<file path="src/rtl/hbus_arb_pkg.sv">
// hbus_arb_pkg: shared types and constants for the high-memory/IO bus arbiter.
// Rev 1.0
`default_nettype none

package hbus_arb_pkg;

   typedef enum logic [1:0] {
      ARB_IDLE = 2'd0,
      ARB_GNT0 = 2'd1,
      ARB_GNT1 = 2'd2
   } arb_state_e;

   localparam logic [7:0]  TIMEOUT_RDATA = 8'hff;
   localparam logic [15:0] HIMEM_BASE    = 16'h0100;

endpackage

`default_nettype wire

</file>
<file path="src/rtl/hbus_arb_if.sv">
// hbus_arb_if: two requester ports plus the shared subordinate port of the bus.
// Rev 1.0
`default_nettype none

interface hbus_arb_if;

   logic [15:0] m0_addr;
   logic        m0_rreq;
   logic        m0_wreq;
   logic [7:0]  m0_wdata;
   logic [7:0]  m0_rdata;
   logic        m0_ack;

   logic [15:0] m1_addr;
   logic        m1_rreq;
   logic        m1_wreq;
   logic [7:0]  m1_wdata;
   logic [7:0]  m1_rdata;
   logic        m1_ack;

   logic [15:0] s_addr;
   logic        s_rreq;
   logic        s_wreq;
   logic [7:0]  s_wdata;
   logic [7:0]  s_rdata;
   logic        s_ack;

   // Arbiter side: subordinate to both mains, main towards the fabric.
   modport slave (
      input  m0_addr, m0_rreq, m0_wreq, m0_wdata,
      output m0_rdata, m0_ack,
      input  m1_addr, m1_rreq, m1_wreq, m1_wdata,
      output m1_rdata, m1_ack,
      output s_addr, s_rreq, s_wreq, s_wdata,
      input  s_rdata, s_ack
   );

   modport master (
      output m0_addr, m0_rreq, m0_wreq, m0_wdata,
      input  m0_rdata, m0_ack,
      output m1_addr, m1_rreq, m1_wreq, m1_wdata,
      input  m1_rdata, m1_ack,
      input  s_addr, s_rreq, s_wreq, s_wdata,
      output s_rdata, s_ack
   );

endinterface

`default_nettype wire

</file>
<file path="src/rtl/hbus_arb_rr2.sv">
// arb_rr2: two-input round-robin picker; on a tie the main that was not served last wins.
// Rev 1.0
`default_nettype none

module arb_rr2 (
   input  wire logic       req0_i,
   input  wire logic       req1_i,
   input  wire logic       last_i,
   output logic [1:0]      gnt_o
);

   always_comb begin
      gnt_o = 2'b00;
      if (req0_i && req1_i) begin
         gnt_o = last_i ? 2'b01 : 2'b10;
      end else if (req0_i) begin
         gnt_o = 2'b01;
      end else if (req1_i) begin
         gnt_o = 2'b10;
      end
   end

endmodule

`default_nettype wire

</file>
<file path="src/rtl/hbus_arb.sv">
// hbus_arb: shares the subordinate bus between core (m0) and a second main (m1), with ack timeout.
// Rev 1.0
`default_nettype none

module hbus_arb
   import hbus_arb_pkg::*;
#(
   parameter int TIMEOUT = 16
) (
   input  wire logic   clk,
   input  wire logic   rst,
   hbus_arb_if.slave   bus,
   input  wire logic   err_clr,
   output logic        err,
   output logic [15:0] err_addr
);

   localparam logic [7:0] CNT_LAST = 8'(TIMEOUT - 1);

   arb_state_e  state_q, state_d;
   logic [7:0]  cnt_q, cnt_d;
   logic        last_q, last_d;
   logic        err_q, err_d;
   logic [15:0] err_addr_q, err_addr_d;

   logic        req0, req1;
   logic [1:0]  gnt;
   logic        active;
   logic        sel1;
   logic [15:0] g_addr;
   logic        g_rreq, g_wreq;
   logic [7:0]  g_wdata;
   logic        ack;
   logic [7:0]  rdata;
   logic        err_set;

   assign req0 = bus.m0_rreq | bus.m0_wreq;
   assign req1 = bus.m1_rreq | bus.m1_wreq;

   arb_rr2 u_rr2 (
      .req0_i (req0),
      .req1_i (req1),
      .last_i (last_q),
      .gnt_o  (gnt)
   );

   assign sel1    = (state_q == ARB_GNT1);
   assign active  = ~rst & ((state_q == ARB_GNT0) | (state_q == ARB_GNT1));
   assign g_addr  = sel1 ? bus.m1_addr  : bus.m0_addr;
   assign g_rreq  = sel1 ? bus.m1_rreq  : bus.m0_rreq;
   assign g_wreq  = sel1 ? bus.m1_wreq  : bus.m0_wreq;
   assign g_wdata = sel1 ? bus.m1_wdata : bus.m0_wdata;

   always_comb begin
      state_d    = state_q;
      cnt_d      = '0;
      last_d     = last_q;
      err_addr_d = err_addr_q;
      err_set    = 1'b0;
      ack        = 1'b0;
      rdata      = '0;
      case (state_q)
         ARB_IDLE: begin
            if (gnt[0]) begin
               state_d = ARB_GNT0;
            end else if (gnt[1]) begin
               state_d = ARB_GNT1;
            end
         end
         ARB_GNT0, ARB_GNT1: begin
            rdata = bus.s_rdata;
            if (!(g_rreq | g_wreq)) begin
               // Main gave up before any ack: silent return, fairness untouched.
               state_d = ARB_IDLE;
            end else if (bus.s_ack) begin
               ack     = 1'b1;
               state_d = ARB_IDLE;
               last_d  = sel1;
            end else if (cnt_q == CNT_LAST) begin
               ack        = 1'b1;
               rdata      = TIMEOUT_RDATA;
               state_d    = ARB_IDLE;
               last_d     = sel1;
               err_set    = 1'b1;
               err_addr_d = g_addr;
            end else begin
               cnt_d = cnt_q + 8'd1;
            end
         end
         default: state_d = ARB_IDLE;
      endcase
      err_d = err_set | (err_q & ~err_clr);
   end

   always_ff @(posedge clk) begin
      if (rst) begin
         state_q    <= ARB_IDLE;
         cnt_q      <= '0;
         last_q     <= 1'b1;
         err_q      <= 1'b0;
         err_addr_q <= '0;
      end else begin
         state_q    <= state_d;
         cnt_q      <= cnt_d;
         last_q     <= last_d;
         err_q      <= err_d;
         err_addr_q <= err_addr_d;
      end
   end

   assign bus.s_addr   = active ? g_addr  : '0;
   assign bus.s_rreq   = active & g_rreq;
   assign bus.s_wreq   = active & g_wreq;
   assign bus.s_wdata  = active ? g_wdata : '0;

   assign bus.m0_ack   = active & ~sel1 & ack;
   assign bus.m1_ack   = active &  sel1 & ack;
   assign bus.m0_rdata = (active & ~sel1) ? rdata : '0;
   assign bus.m1_rdata = (active &  sel1) ? rdata : '0;

   assign err      = ~rst & err_q;
   assign err_addr = rst ? '0 : err_addr_q;

endmodule

`default_nettype wire

</file>
<file path="src/flat_wrapper.sv">
// flat-port wrapper written by rule: the top's interface ports become plain ports
module hbus_arb_flat import hbus_arb_pkg::*;
#(
   parameter int TIMEOUT = 16
)
  (clk, rst, err_clr, err, err_addr, bus_m0_addr, bus_m0_rreq, bus_m0_wreq, bus_m0_wdata, bus_m0_rdata, bus_m0_ack, bus_m1_addr, bus_m1_rreq, bus_m1_wreq, bus_m1_wdata, bus_m1_rdata, bus_m1_ack, bus_s_addr, bus_s_rreq, bus_s_wreq, bus_s_wdata, bus_s_rdata, bus_s_ack);
  hbus_arb_if bus_i ();
  input  wire logic clk;
  input  wire logic rst;
  input  wire logic err_clr;
  output logic err;
  output logic [15:0] err_addr;
  input wire logic [$bits(bus_i.m0_addr)-1:0] bus_m0_addr;
  input wire logic [$bits(bus_i.m0_rreq)-1:0] bus_m0_rreq;
  input wire logic [$bits(bus_i.m0_wreq)-1:0] bus_m0_wreq;
  input wire logic [$bits(bus_i.m0_wdata)-1:0] bus_m0_wdata;
  output wire logic [$bits(bus_i.m0_rdata)-1:0] bus_m0_rdata;
  output wire logic [$bits(bus_i.m0_ack)-1:0] bus_m0_ack;
  input wire logic [$bits(bus_i.m1_addr)-1:0] bus_m1_addr;
  input wire logic [$bits(bus_i.m1_rreq)-1:0] bus_m1_rreq;
  input wire logic [$bits(bus_i.m1_wreq)-1:0] bus_m1_wreq;
  input wire logic [$bits(bus_i.m1_wdata)-1:0] bus_m1_wdata;
  output wire logic [$bits(bus_i.m1_rdata)-1:0] bus_m1_rdata;
  output wire logic [$bits(bus_i.m1_ack)-1:0] bus_m1_ack;
  output wire logic [$bits(bus_i.s_addr)-1:0] bus_s_addr;
  output wire logic [$bits(bus_i.s_rreq)-1:0] bus_s_rreq;
  output wire logic [$bits(bus_i.s_wreq)-1:0] bus_s_wreq;
  output wire logic [$bits(bus_i.s_wdata)-1:0] bus_s_wdata;
  input wire logic [$bits(bus_i.s_rdata)-1:0] bus_s_rdata;
  input wire logic [$bits(bus_i.s_ack)-1:0] bus_s_ack;
  assign bus_i.m0_addr = bus_m0_addr;
  assign bus_i.m0_rreq = bus_m0_rreq;
  assign bus_i.m0_wreq = bus_m0_wreq;
  assign bus_i.m0_wdata = bus_m0_wdata;
  assign bus_m0_rdata = bus_i.m0_rdata;
  assign bus_m0_ack = bus_i.m0_ack;
  assign bus_i.m1_addr = bus_m1_addr;
  assign bus_i.m1_rreq = bus_m1_rreq;
  assign bus_i.m1_wreq = bus_m1_wreq;
  assign bus_i.m1_wdata = bus_m1_wdata;
  assign bus_m1_rdata = bus_i.m1_rdata;
  assign bus_m1_ack = bus_i.m1_ack;
  assign bus_s_addr = bus_i.s_addr;
  assign bus_s_rreq = bus_i.s_rreq;
  assign bus_s_wreq = bus_i.s_wreq;
  assign bus_s_wdata = bus_i.s_wdata;
  assign bus_i.s_rdata = bus_s_rdata;
  assign bus_i.s_ack = bus_s_ack;
  hbus_arb #(.TIMEOUT(TIMEOUT)) u_core (.clk(clk), .rst(rst), .bus(bus_i), .err_clr(err_clr), .err(err), .err_addr(err_addr));
endmodule
</file>
<file path="config.mk">
export PLATFORM = sky130hd
export DESIGN_NAME = hbus_arb_flat
export DESIGN_NICKNAME = d
export VERILOG_FILES = /design/src/rtl/hbus_arb_pkg.sv /design/src/rtl/hbus_arb_if.sv /design/src/rtl/hbus_arb_rr2.sv /design/src/rtl/hbus_arb.sv /design/src/flat_wrapper.sv
export SDC_FILE = /design/constraint.sdc
export NUM_CORES = 1
export LEC_CHECK = 0
export CORE_MARGIN = 1.5
export CORE_UTILIZATION = 32
export DETAILED_ROUTE_END_ITERATION = 10
export PLACE_DENSITY = 0.83
export SLEW_MARGIN = 10
export SYNTH_ARGS = -nofsm -noshare
export SYNTH_HDL_FRONTEND = slang
export SYNTH_HIERARCHICAL = 1
export SYNTH_SLANG_ARGS = --single-unit
</file>
<file path="constraint.sdc">
create_clock -name clk -period 4.55 [get_ports clk]
set_input_delay 0.6825 -clock clk [delete_from_list [all_inputs] [get_ports clk]]
set_output_delay 0.6825 -clock clk [all_outputs]
set_load 0.05 [all_outputs]
</file>
==> flow_summary.ini <==
[power_and_ir_drop]
leakage_nw = 1.30
p_sw_mw = 0.216
pwr-share-seq_pct = 39.5
internal-power_mw = 0.416
clkPwrFrac_pct = 20.0
power_density_nw_per_um2 = 196
switching_share_pct = 34.2
combPwrFrac_pct = 40.5
ir_drop_mv = 0.101

[worst_setup_path]
cp_slowest_cell = or4_1
cp-startpoint = u_core/state_q[1]
cp.required_ns = 3.87
crit_path_max_fanout = 17
reg2reg_depth = 6
crit_chain = inv_1, ha_1, o211ai_1, or4_1, a21oi_1, buf_12
cp.arrival_ns = 2.88
r2r_start = u_core/state_q[1]
path_delay_family = simple AND/OR/NAND/NOR gates
cp-start-kind = register
cp.depth = 6
slowest_delay_ns = 0.84
cp-end-kind = output pin
worstSetupPathType = reg -> out
cp_num_buf_inv = 2

[floorplan]
coreArea_sq_um = 5640
die_w_microns = 80.2
initial_core_util_pct = 33.8
rows = 27
ios = 125
die_h_microns = 80.2
die-area_sq_um = 6430

[finish]
final_cell_area_sq_um = 3210
nFillCells = 508
layoutNonFillerInstCount = 417
diodes = 0
regArea_sq_um = 561
drive_above_1_share_pct = 20.6
area_growth_pct = 68.6
nets = 414
multiInputGateArea_sq_um = 1220

[synth]
ys_seq_elements = 28
yosys_warnings = 6
postSynthCellCount = 231
syn_area_per_cell_sq_um = 8.25
yosysUniqueCellTypes = 36
syn_nets = 298
ys_seq_area_share_pct = 29.4
mappedNetlistArea_sq_um = 1910

[min_path]
hp-class = reg -> reg
min_from = u_core/err_q
min_delay_path_depth = 2

[clock_tree]
root_buffer = clkbuf_8
cts_buffers = 3
cts_hold_buf = 0
cts_resized = 0
cts_buffer_depth = 2
post-cts-setup-buffers = 0
htreeDepth = 1
cts.sinks = 28
cts_tree = built
clkSlewWorstSetupHoldPaths_ns = 0.08
clock_latency_ns = 0.26

[global_route]
grt.overflow.total = 0
grt_pass1_wl_mm = 8.62
grt_max_degree = 41
track_usage_pct = 16.6
antenna_found_initial = 0
grt_pass1_vias = 1841

[timing]
finalHoldViolCount = 0
slew_violations = 0
relSlewSlack_pct = 64.1
fin_crit_sh_pct = 78.3
fin_tns_setup_ns = 0
rsz0062_at_grt = false
setup_viol = 0
timing.fmax_ghz = 0.281
fin_crit_ns = 3.56
fin_skew_ns = 0.00373
tightest_slew_ns = 0.536
worst_slack_ns = 0.986

[routing]
vias = 1989
via_per_inst = 4.77
drc = 0
ant_nets = 0
first_iter_violations = 79
wl_per_cell_microns = 13.4
routed_wl_mm = 5.60
first_pass_iters = 4

[placement]
gp_congestion = 0.867
dp.cells = 414
portBuffers = 124
dpl.hpwl_mm = 4.41
place_ws_ns = 1.04
placed_cell_area_sq_um = 3170

[run]
max-cap-violations = 0

[run_status]
outcome = complete, no violations
==> routing by layer <==
metal  track usage (%)  share of wire [%]  vias up
met3              4.32                6.5        6
met5                 0                  0        -
met4              2.93               0.96        0
met2              30.0                 50       58
met1              19.7                 42      920
li1                  -                  -     1005
==> area by class of cell <==
type                    instances  area share [%]
repair buffers                128            39.7
multi-input cells             180            38.1
flip-flops and latches         28            17.4
well taps                      72            2.80
clock buffers                   3            1.28
inverters                       6           0.701
==> power groups by stage <==
stage | combinational [mW] | clock (mW) | sequential [mW]
floorplan | 0.143 | 0 | 0.255
global placement | 0.251 | 0 | 0.255
detailed placement | 0.255 | 0 | 0.255
CTS | 0.256 | 0.132 | 0.249
global route | 0.271 | 0.141 | 0.250
finish | 0.256 | 0.126 | 0.249
==> worst reg2reg max path: cells and delay by family, from the launching register on <==
family	cells	cell delay, ns
DFF	1	0.37
AOI/OAI and AO/OA	1	0.27
adders and majority gates	1	0.52
and+or+nand+nor	1	0.84
muxes	1	0.33
buffers and inverters	2	0.43
==> path summary, 6_finish.rpt <==
kind | end | slack [ns]
hold / removal | u_core/err_q | 0.47
setup / recovery | bus_m0_rdata[6] | 0.99
setup reg to reg | u_core/err_addr_q[0] | 1.68
hold reg to reg | u_core/err_q | 0.47
==> Yosys cell counts, drive strengths merged <==
cell,n,area share [%]
nor2,56,11
dfxtp,28,29
mux2i,27,14
nor2b,18,5.9
a21oi,17,4.5
mux2,16,12
clkbuf,10,2.0
nand2,10,2.0
buf,7,3.4
inv,6,1.2
ha,3,2.0
nand3,3,0.79
or2,3,0.98
or4,3,1.2
xnor2,3,1.4
xor2,3,1.4
a21boi,2,0.79
nand2b,2,0.66
a211oi,1,0.39
a21bo,1,0.52
and3,1,0.33
and4,1,0.46
nand3b,1,0.39
nand4,1,0.33
nor4,1,0.33
o211ai,1,0.39
o21a,1,0.39
o21bai,1,0.39
o31ai,1,0.39
o32ai,1,0.46
or3,1,0.33
or3b,1,0.46
==> state kept, by name (all words and copies together) (netlist names) <==
signal	flops
u_core/cnt_q	8
u_core/err_addr_q	16
u_core/err_q	1
u_core/last_q	1
u_core/state_q	2
==> stage by stage <==
step | power, mW | hold WS, ns | utilization (%)
after CTS | 0.637 | 0.476 | 57.0
after detailed placement | 0.510 | 0.456 | 56.2
final | 0.631 | 0.473 | 57.0
after global routing | 0.663 | 0.506 | 57.0
after global placement | 0.506 | 0.441 | 56.2
after floorplan | 0.398 | 0.426 | -
==> cell families after synthesis <==
kind of cell / synth area share, %
DFF: 29.4
muxes: 26.0
buffers and inverters: 6.56
xor gates and xnor gates: 2.76
AOI/OAI and AO/OA: 8.20
adders and majority gates: 1.97
and+or+nand+nor: 25.1
==> cells in the final DEF (no fill, tap or decap), types with 2 or more instances in the layout <==
cell and n:
buf_12 9, or2_2 3, nand2_1 10, mux2i_1 27, ha_1 2, mux2_4 12
inv_1 6, xor2_1 3, nand3_1 3, clkdlybuf4s50_1 81, xnor2_1 3, buf_4 38
nor2b_1 18, nand2b_1 2, mux2_2 4, or4_1 3, clkbuf_8 3, dfxtp_1 28
a21oi_1 17, nor2_1 56
No activity file was read; power rests on OpenSTA's default activity.
